### src/rtl/rtc_ssd_core.sv
// rtc_ssd_core: 24-hour HH:MM:SS clock kept in BCD, a one-shot load port and a
// multiplexed active-low seven-segment display driver with a blinking colon.
//
// state   | meaning
// ST_RUN  | time counting, load port ready
// ST_LOAD | apply (or reject) the load values captured in ST_RUN, one cycle
module rtc_ssd_core #(
  parameter int CLK_HZ   = 100000000,
  parameter int N_DIGITS = 4,
  parameter int SCAN_DIV = 100000
) (
  input  logic                clk,
  input  logic                reset,
  input  logic                mode,
  input  logic                set_valid,
  output logic                set_ready,
  input  logic [4:0]          set_hh,
  input  logic [5:0]          set_mm,
  input  logic [5:0]          set_ss,
  output logic                set_err,
  output logic                sec_tick,
  output logic [N_DIGITS-1:0] basys_anode,
  output logic [6:0]          display_ssd,
  output logic                display_dp
);

  localparam int PW = (CLK_HZ > 1) ? $clog2(CLK_HZ) : 1;
  localparam int SW = (SCAN_DIV > 1) ? $clog2(SCAN_DIV) : 1;

  typedef enum logic {ST_RUN, ST_LOAD} state_t;

  state_t      r_state, w_state_nxt;
  logic [PW-1:0] r_presc;
  logic [SW-1:0] r_scan_cnt;
  logic [2:0]  r_idx;
  logic        r_mode;
  logic [4:0]  r_ld_hh;
  logic [5:0]  r_ld_mm, r_ld_ss;
  logic [3:0]  r_s1, r_s10, r_m1, r_m10, r_h1, r_h10;
  logic        w_tc, w_fields_ok, w_load_ok, w_load_bad;
  logic        w_c_s1, w_c_s10, w_c_m1, w_c_m10, w_c_h1, w_c_day;
  logic [3:0]  w_digit;
  logic [6:0]  w_seg;
  logic [N_DIGITS-1:0] w_anode_nxt;
  logic        w_dp_nxt;

  assign w_tc        = (r_presc == PW'(CLK_HZ - 1));
  assign w_fields_ok = (r_ld_hh <= 5'd23) && (r_ld_mm <= 6'd59) && (r_ld_ss <= 6'd59);

  // Carry chain: a single tick can roll 23:59:59 over to 00:00:00.
  assign w_c_s1  = (r_s1 == 4'd9);
  assign w_c_s10 = w_c_s1 && (r_s10 == 4'd5);
  assign w_c_m1  = w_c_s10 && (r_m1 == 4'd9);
  assign w_c_m10 = w_c_m1 && (r_m10 == 4'd5);
  assign w_c_h1  = w_c_m10 && (r_h1 == 4'd9);
  assign w_c_day = w_c_m10 && (r_h10 == 4'd2) && (r_h1 == 4'd3);

  // FSM state register
  always_ff @(posedge clk or negedge reset)
    if (!reset) r_state <= ST_RUN;
    else        r_state <= w_state_nxt;

  // FSM next state and handshake outputs
  always_comb begin
    w_state_nxt = r_state;
    set_ready   = 1'b0;
    w_load_ok   = 1'b0;
    w_load_bad  = 1'b0;
    case (r_state)
      ST_RUN: begin
        set_ready = 1'b1;
        if (set_valid) w_state_nxt = ST_LOAD;
      end
      ST_LOAD: begin
        w_state_nxt = ST_RUN;
        w_load_ok   = w_fields_ok;
        w_load_bad  = !w_fields_ok;
      end
      default: w_state_nxt = ST_RUN;
    endcase
  end

  assign set_err = w_load_bad;

  // Capture load values when the request is accepted
  always_ff @(posedge clk or negedge reset)
    if (!reset) begin
      r_ld_hh <= '0;
      r_ld_mm <= '0;
      r_ld_ss <= '0;
    end else if (r_state == ST_RUN && set_valid) begin
      r_ld_hh <= set_hh;
      r_ld_mm <= set_mm;
      r_ld_ss <= set_ss;
    end

  // Prescaler and tick; a valid load restarts the second and eats a coincident tick
  always_ff @(posedge clk or negedge reset)
    if (!reset) begin
      r_presc  <= '0;
      sec_tick <= 1'b0;
    end else begin
      r_presc  <= (w_load_ok || w_tc) ? '0 : r_presc + PW'(1);
      sec_tick <= w_tc && !w_load_ok;
    end

  // BCD time: load wins over increment
  always_ff @(posedge clk or negedge reset)
    if (!reset) begin
      {r_h10, r_h1, r_m10, r_m1, r_s10, r_s1} <= '0;
    end else if (w_load_ok) begin
      r_h10 <= 4'(r_ld_hh / 5'd10);
      r_h1  <= 4'(r_ld_hh % 5'd10);
      r_m10 <= 4'(r_ld_mm / 6'd10);
      r_m1  <= 4'(r_ld_mm % 6'd10);
      r_s10 <= 4'(r_ld_ss / 6'd10);
      r_s1  <= 4'(r_ld_ss % 6'd10);
    end else if (w_tc) begin
      r_s1 <= w_c_s1 ? 4'd0 : r_s1 + 4'd1;
      if (w_c_s1)  r_s10 <= w_c_s10 ? 4'd0 : r_s10 + 4'd1;
      if (w_c_s10) r_m1  <= w_c_m1 ? 4'd0 : r_m1 + 4'd1;
      if (w_c_m1)  r_m10 <= w_c_m10 ? 4'd0 : r_m10 + 4'd1;
      if (w_c_m10) begin
        r_h1  <= (w_c_day || w_c_h1) ? 4'd0 : r_h1 + 4'd1;
        r_h10 <= w_c_day ? 4'd0 : (w_c_h1 ? r_h10 + 4'd1 : r_h10);
      end
    end

  // Scan slot counter and digit index; mode is only resampled, never resets the scan
  always_ff @(posedge clk or negedge reset)
    if (!reset) begin
      r_scan_cnt <= '0;
      r_idx      <= '0;
      r_mode     <= 1'b0;
    end else begin
      r_mode <= mode;
      if (r_scan_cnt == SW'(SCAN_DIV - 1)) begin
        r_scan_cnt <= '0;
        r_idx      <= (r_idx == 3'(N_DIGITS - 1)) ? 3'd0 : r_idx + 3'd1;
      end else begin
        r_scan_cnt <= r_scan_cnt + SW'(1);
      end
    end

  // Digit selection for the current index
  always_comb begin
    w_digit = 4'hf;
    if (N_DIGITS == 6 || r_mode) begin
      case (r_idx)
        3'd0: w_digit = r_s1;
        3'd1: w_digit = r_s10;
        3'd2: w_digit = r_m1;
        3'd3: w_digit = r_m10;
        3'd4: w_digit = (N_DIGITS == 6) ? r_h1 : 4'hf;
        3'd5: w_digit = (N_DIGITS == 6) ? r_h10 : 4'hf;
        default: w_digit = 4'hf;
      endcase
    end else begin
      case (r_idx)
        3'd0: w_digit = r_m1;
        3'd1: w_digit = r_m10;
        3'd2: w_digit = r_h1;
        3'd3: w_digit = r_h10;
        default: w_digit = 4'hf;
      endcase
    end
  end

  // Seven-segment decode {g,f,e,d,c,b,a}, active-low; non-decimal values blank
  always_comb begin
    case (w_digit)
      4'd0: w_seg = 7'b1000000;
      4'd1: w_seg = 7'b1111001;
      4'd2: w_seg = 7'b0100100;
      4'd3: w_seg = 7'b0110000;
      4'd4: w_seg = 7'b0011001;
      4'd5: w_seg = 7'b0010010;
      4'd6: w_seg = 7'b0000010;
      4'd7: w_seg = 7'b1111000;
      4'd8: w_seg = 7'b0000000;
      4'd9: w_seg = 7'b0010000;
      default: w_seg = 7'b1111111;
    endcase
  end

  // Anode pattern: all off in the first cycle of a slot to avoid ghosting
  always_comb begin
    w_anode_nxt = '1;
    for (int i = 0; i < N_DIGITS; i++)
      w_anode_nxt[i] = !((r_scan_cnt != '0) && (r_idx == 3'(i)));
  end

  assign w_dp_nxt = !(((r_idx == 3'd2) || (N_DIGITS == 6 && r_idx == 3'd4)) &&
                      (r_presc < PW'(CLK_HZ / 2)));

  // Registered display outputs, all aligned to the same scan cycle
  always_ff @(posedge clk or negedge reset)
    if (!reset) begin
      basys_anode <= '1;
      display_ssd <= 7'h7f;
      display_dp  <= 1'b1;
    end else begin
      basys_anode <= w_anode_nxt;
      display_ssd <= w_seg;
      display_dp  <= w_dp_nxt;
    end

endmodule
### config.mk
export PLATFORM = sky130hd
export DESIGN_NAME = rtc_ssd_core
export DESIGN_NICKNAME = d
export VERILOG_FILES = /design/src/rtl/rtc_ssd_core.sv
export SDC_FILE = /design/constraint.sdc
export NUM_CORES = 1
export LEC_CHECK = 0
export BUFFER_PORTS_ARGS = -buffer_cell sky130_fd_sc_hd__buf_4
export CAP_MARGIN = 20
export CORE_AREA = 2 2 146 120
export CTS_CLUSTER_SIZE = 8
export DETAILED_ROUTE_END_ITERATION = 10
export DIE_AREA = 0 0 148 122
export SLEW_MARGIN = 20
export SYNTH_ARGS = -nofsm -noshare
export SYNTH_HDL_FRONTEND = slang
export SYNTH_SLANG_ARGS = --single-unit
### constraint.sdc
create_clock -name clk -period 6.03 [get_ports clk]
set_input_delay 0.3015 -clock clk [delete_from_list [all_inputs] [get_ports clk]]
set_output_delay 0.3015 -clock clk [all_outputs]
set_load 0.05 [all_outputs]
# After elaboration in Yosys (flattened, before gate mapping)
# Memory sizes are Yosys's and may differ from the RTL's. A register that Yosys moved wholly into a read port is not among the register bits.
# Cells that the tools add are included.
# W data, S select, Z words.
# classes
addsub	9
n_div	6
order_cmp	4
n_eq_ne	12
muxes	35
bitwise	1
reduce_logical	38
# op_table
operator	n
$mux W4	25
$pmux W4 S4	2
$add A27 B1 Y27 const B	1
$eq A27 B27 Y1 const B	1
$lt A27 B26 Y1 const B	1
$mux W27	1
$add A4 B1 Y4 const B	6
$add A17 B1 Y17 const B	1
$eq A17 B17 Y1 const B	1
$mux W17	1
$reduce_bool A17 Y1	1
$logic_and A1 B1 Y1	15
$div A6 B4 Y6 const B	2
$eq A4 B4 Y1 const B	3
$le A6 B6 Y1 const B	2
$mod A6 B4 Y6 const B	2
$reduce_bool A2 Y1	5
$eq A4 B2 Y1 const B	2
$eq A4 B3 Y1 const B	2
$logic_not A1 Y1	8
$reduce_and A2 Y1	4
$eq A3 B2 Y1 const B	2
$div A5 B4 Y5 const B	1
$le A5 B5 Y1 const B	1
11 further kinds	15
# totals
ff_bits	96
rom_bits	112
output_inout_bits	15
memories	1
# memory_table
memory	depth	width	read_ports	rd_ports_with_merged_regs	wr	line_no	text
(name not given)	16	7	1	1	0	171	case (w_digit)

# Logic depth before layout (Yosys ltp)
# logic_depth
depth_word	11
depth_mapped	12
mapped_depth_nobuf	11

# Least setup slack after synthesis
# OpenSTA, ideal clock, no wires.
# synth_timing
path_type	register to register
start	reg r_ld_mm[4]
end	reg r_m1[2]
t_arrival_ps	2287
setup_slack_ps	3656
path_stages_with_launch	9
n_path_buf	0
synth_period_minus_slack_ps	2374
path_cell_list	dfrtp_1 > inv_1 > ha_1 > a221o_1 > a22oi_1 > inv_1 > ha_1 > o311a_1 > a22oi_1
# synth_via
elab_chain_len	6
word_cells_on_any_way	9
# synth_rtl
item	line_no	text
start, declared	38	logic [5:0] r_ld_mm, r_ld_ss;
start signal, assigned	93	r_ld_mm <= set_mm;
branches (longest 6 deep; another with $mod A6 B4 Y6)	-	
end signal, assigned	115	r_m1 <= 4'(r_ld_mm % 6'd10);
end signal, assigned	121	if (w_c_s10) r_m1 <= w_c_m1 ? 4'd0 : r_m1 + 4'd1;
end, declared	39	logic [3:0] r_s1, r_s10, r_m1, r_m10, r_h1, r_h10;
# Several ways; the timed one is not identified.
# A chain may end at the register's enable or synchronous reset.

# Final worst setup path
# layout_timing
start	reg r_presc[8]
end	reg r_presc[22]
# layout_via
elab_chain_len	3
word_cells_on_any_way	4
# layout_rtl
item	line_no	text
start, declared	33	logic [PW-1:0] r_presc;
start signal, assigned	103	r_presc <= (w_load_ok || w_tc) ? '0 : r_presc + PW'(1);
branches (longest 2 deep; another with $add A27 B1 Y27)	-	
$mux W27 *	103	
# Mark *: on every way between the ends.

==> flow_metrics.env <==
export IMPL_run_status="complete, no violations"
export IMPL_detailed_place_hpwl_um=10400
export IMPL_ys_ff_latch=103
export IMPL_internal_power_w=0.00140
export IMPL_die_width_um=148
export IMPL_worstHoldPathCells=1
export IMPL_worstRegToRegCells=5
export IMPL_comb_power_share_pct=30.6
export IMPL_placement_rows=43
export IMPL_maxClockFrequency_mhz=351
export IMPL_cts_inserted_buffers=9
export IMPL_finalSetupTns_ps=0
export IMPL_ioPinCount=36
export IMPL_initial_antenna_violation_count=0
export IMPL_die_area_mm2=0.0181
export IMPL_first_global_vias=4907
export IMPL_final_setup_fails=0
export IMPL_worst_slew_pin_transition_ps=933
export IMPL_postSynthAreaPerCell_um2=9.11
export IMPL_hold_path_end="r_mode"
export IMPL_areaGrowthSynthToFinish_pct=11.7
export IMPL_hold_class="in2reg"
export IMPL_cts_repair_resized=0
export IMPL_wl_um=14500
export IMPL_most_frequent_cells_in_the_layout="sky130_fd_sc_hd__dfrtp_1, sky130_fd_sc_hd__nor2_1, sky130_fd_sc_hd__nand2_1, sky130_fd_sc_hd__buf_4"
export IMPL_mostFrequentLayoutCell="sky130_fd_sc_hd__dfrtp_1"
export IMPL_max_stage_delay_ps=710
export IMPL_timing_hold_violations_final=0
export IMPL_drv_cap=0
export IMPL_post_cts_hold_buffer_count=1
export IMPL_globalRouteTotalUtil_pct=16.9
export IMPL_report_power_total_w=0.00221
export IMPL_layout_nets=743
export IMPL_cpMostUsedCell="sky130_fd_sc_hd__nand2_1"
export IMPL_synth_yosys_seq_area_share_pct=41.9
export IMPL_crit_arrival_ps=3050
export IMPL_worst_skew_pair_late_latency_ps=350
export IMPL_cts_reportedPaths_clkPinSlew_ps=70
export IMPL_fillCellCount=1705
export IMPL_antenna_cell_count=0
export IMPL_finalCritPeriodShare_pct=47.2
export IMPL_timing_critical_path_slowest_stage_cell="sky130_fd_sc_hd__nand2_1"
export IMPL_power_density_mw_per_mm2=319
export IMPL_first_pass_iters=5
export IMPL_floorplan_initialDensity_pct=36.9
export IMPL_worst_setup_path_startpoint="r_presc[8]"
export IMPL_final_layout_size_suffix_gt1_share_pct=11.7
export IMPL_via_count=5088
export IMPL_final_util_pct=41.2
export IMPL_synth_nets=728
export IMPL_setup_ws_ps=3180
export IMPL_p_seq_share_pct=44.0
export IMPL_ys_async_sr_fraction_pct=100
export IMPL_drt_first_iter_violations=296
export IMPL_fin_worst_hold_slack_ps=52.4
export IMPL_crit_path_cell_trace="or4_4, nor4_4, nand2_1, nand2_1, nor2_1"
export IMPL_r2r_start="r_presc[8]"
export IMPL_tritoncts="built"
export IMPL_grt_first_pass_wirelength_um=24700
export IMPL_finalWeightedCongestion=0.836
export IMPL_yosysWarnings=0
export IMPL_crit_reg2reg_capture="r_presc[22]"
export IMPL_main_flop_type_after_synthesis="sky130_fd_sc_hd__dfrtp_1"
export IMPL_rsz_0062_raised_after_global_routing="false"
export IMPL_core_area_mm2=0.0168
export IMPL_ir_drop_uv=153
export IMPL_p_sw_w=0.000810
export IMPL_worst_endpoint_required_ps=6230
export IMPL_clock_root_buffer="sky130_fd_sc_hd__clkbuf_16"
export IMPL_setup_worst_path_end_class="flip-flop"
export IMPL_cts_buffer_depth=2
export IMPL_cp_max_fo=25
export IMPL_final_max_slew_viol_count=0
export IMPL_place_worst_setup_slack_ps=3190
export IMPL_cts_max_level=3
export IMPL_startpoint_of_the_lowest_slack_hold_path="mode"
export IMPL_synth_edf_count=0
export IMPL_post_route_drc_count=0
export IMPL_detailed_route_vias_per_instance=5.50
export IMPL_power_clock_fraction_pct=25.4
export IMPL_synth_cells=680
export IMPL_number_of_clock_sinks=103
export IMPL_port_buffers=35
export IMPL_clock_skew_final_ps=8.80
export IMPL_fin_crit_ps=2850
export IMPL_grt_max_degree=56
export IMPL_detail_route_wl_per_cell_um=15.7
export IMPL_startpoint_type="flip-flop"
export IMPL_cts_setup_buffers=0
export IMPL_setup_slack_on_the_worst_flop_to_flop_path_ps=3180
export IMPL_critPathBufInv=0
export IMPL_syn_cell_area_mm2=0.00619
export IMPL_leakage_nw=2.92
export IMPL_ys_types=65
export IMPL_netSwitchingFraction_pct=36.7
export IMPL_crit_family="simple AND/OR/NAND/NOR gates"
export IMPL_relSlewSlack_pct=37.5
export IMPL_crit_type="reg2reg"
export IMPL_detail_route_antenna_nets=0
export IMPL_globalRouteOverflowTotal=0
export IMPL_dieHeight_um=122
## through the flow
stage	cell area [µm²]	instances
floorplan	6190	680
global placement	6630	908
detailed placement	6630	908
CTS	6920	925
global route	6920	925
finish	6920	925
## power groups by stage
stage	Combinational, W	Clock (W)	Sequential [W]
after floorplan	0.000456	0	0.000996
after global placement	0.000647	0	0.000976
after detailed placement	0.000672	0	0.000982
after CTS	0.000678	0.000579	0.000969
after global routing	0.000760	0.000602	0.000991
final	0.000676	0.000561	0.000971
## cell type report
class	instances	area, µm²	area share (%)
timing repair buffer	39	295	4.27
clock inverter	2	16.3	0.235
sequential	103	2590	37.5
tap	225	282	4.07
clock buffer	14	265	3.83
inverter	31	116	1.68
multi-input combinational	511	3350	48.4
## synth_stat cells, types with 3 or more instances
cell	number	area share [%]
sky130_fd_sc_hd__a21oi_1	22	1.8
sky130_fd_sc_hd__a221o_1	5	0.81
sky130_fd_sc_hd__a22o_1	3	0.42
sky130_fd_sc_hd__a22oi_1	19	2.3
sky130_fd_sc_hd__a31oi_1	9	0.91
sky130_fd_sc_hd__and2_1	5	0.51
sky130_fd_sc_hd__and3_1	13	1.3
sky130_fd_sc_hd__and4_1	11	1.6
sky130_fd_sc_hd__clkbuf_1	32	1.9
sky130_fd_sc_hd__dfrtp_1	91	37
sky130_fd_sc_hd__dfstp_2	12	5.1
sky130_fd_sc_hd__ha_1	27	5.5
sky130_fd_sc_hd__inv_1	31	1.9
sky130_fd_sc_hd__mux2_2	12	2.2
sky130_fd_sc_hd__mux2i_1	9	1.5
sky130_fd_sc_hd__nand2_1	60	3.6
sky130_fd_sc_hd__nand2b_1	7	0.71
sky130_fd_sc_hd__nand3_1	27	2.2
sky130_fd_sc_hd__nand4_1	20	2.0
sky130_fd_sc_hd__nor2_1	71	4.3
sky130_fd_sc_hd__nor2b_1	16	1.6
sky130_fd_sc_hd__nor3_1	20	1.6
sky130_fd_sc_hd__nor4_1	11	1.1
sky130_fd_sc_hd__o211ai_1	4	0.48
sky130_fd_sc_hd__o21a_1	3	0.36
sky130_fd_sc_hd__o21ai_0	32	2.6
sky130_fd_sc_hd__o311a_1	3	0.48
sky130_fd_sc_hd__o311ai_0	3	0.42
sky130_fd_sc_hd__o31a_1	3	0.42
sky130_fd_sc_hd__o31ai_1	3	0.36
sky130_fd_sc_hd__or3_1	6	0.61
sky130_fd_sc_hd__or4_1	4	0.48
sky130_fd_sc_hd__xnor2_1	32	4.5
sky130_fd_sc_hd__xor2_1	15	2.1
## registers in the layout, indices dropped and copies added (netlist names)
name	count
r_presc	27
r_scan_cnt	17
display_ssd	7
r_ld_mm	6
r_ld_ss	6
r_ld_hh	5
basys_anode	4
r_h10	4
r_h1	4
r_m10	4
r_m1	4
r_s10	4
r_s1	4
r_idx	3
display_dp	1
r_mode	1
r_state	1
sec_tick	1
## how the worst max path moves through the flow
stage | endpoint | cells after the start
3_3_place_gp | r_presc[26] | 5
6_report | r_presc[22] | 5
4_1_cts | r_presc[22] | 5
3_5_place_dp | r_presc[22] | 5
2_1_floorplan | r_m1[2] | 8
5_1_grt | r_presc[22] | 5
## metal layers
layer	track usage, %	up-vias	wire (µm)
met2	25.8	118	6400
met3	3.56	16	676
met4	5.60	0	190
li1	-	2474	-
met5	0	-	0
met1	24.0	2480	7240
## cells by family after synthesis
logic type	share of synthesized area [%]
adders and majority gates	5.46
buffers and inverters	4.04
DFF	41.9
muxes	3.64
AOI/OAI and AO/OA	14.3
and+or+nand+nor	24.1
xor gates and xnor gates	6.65
Power figures use the tool's default switching activity.
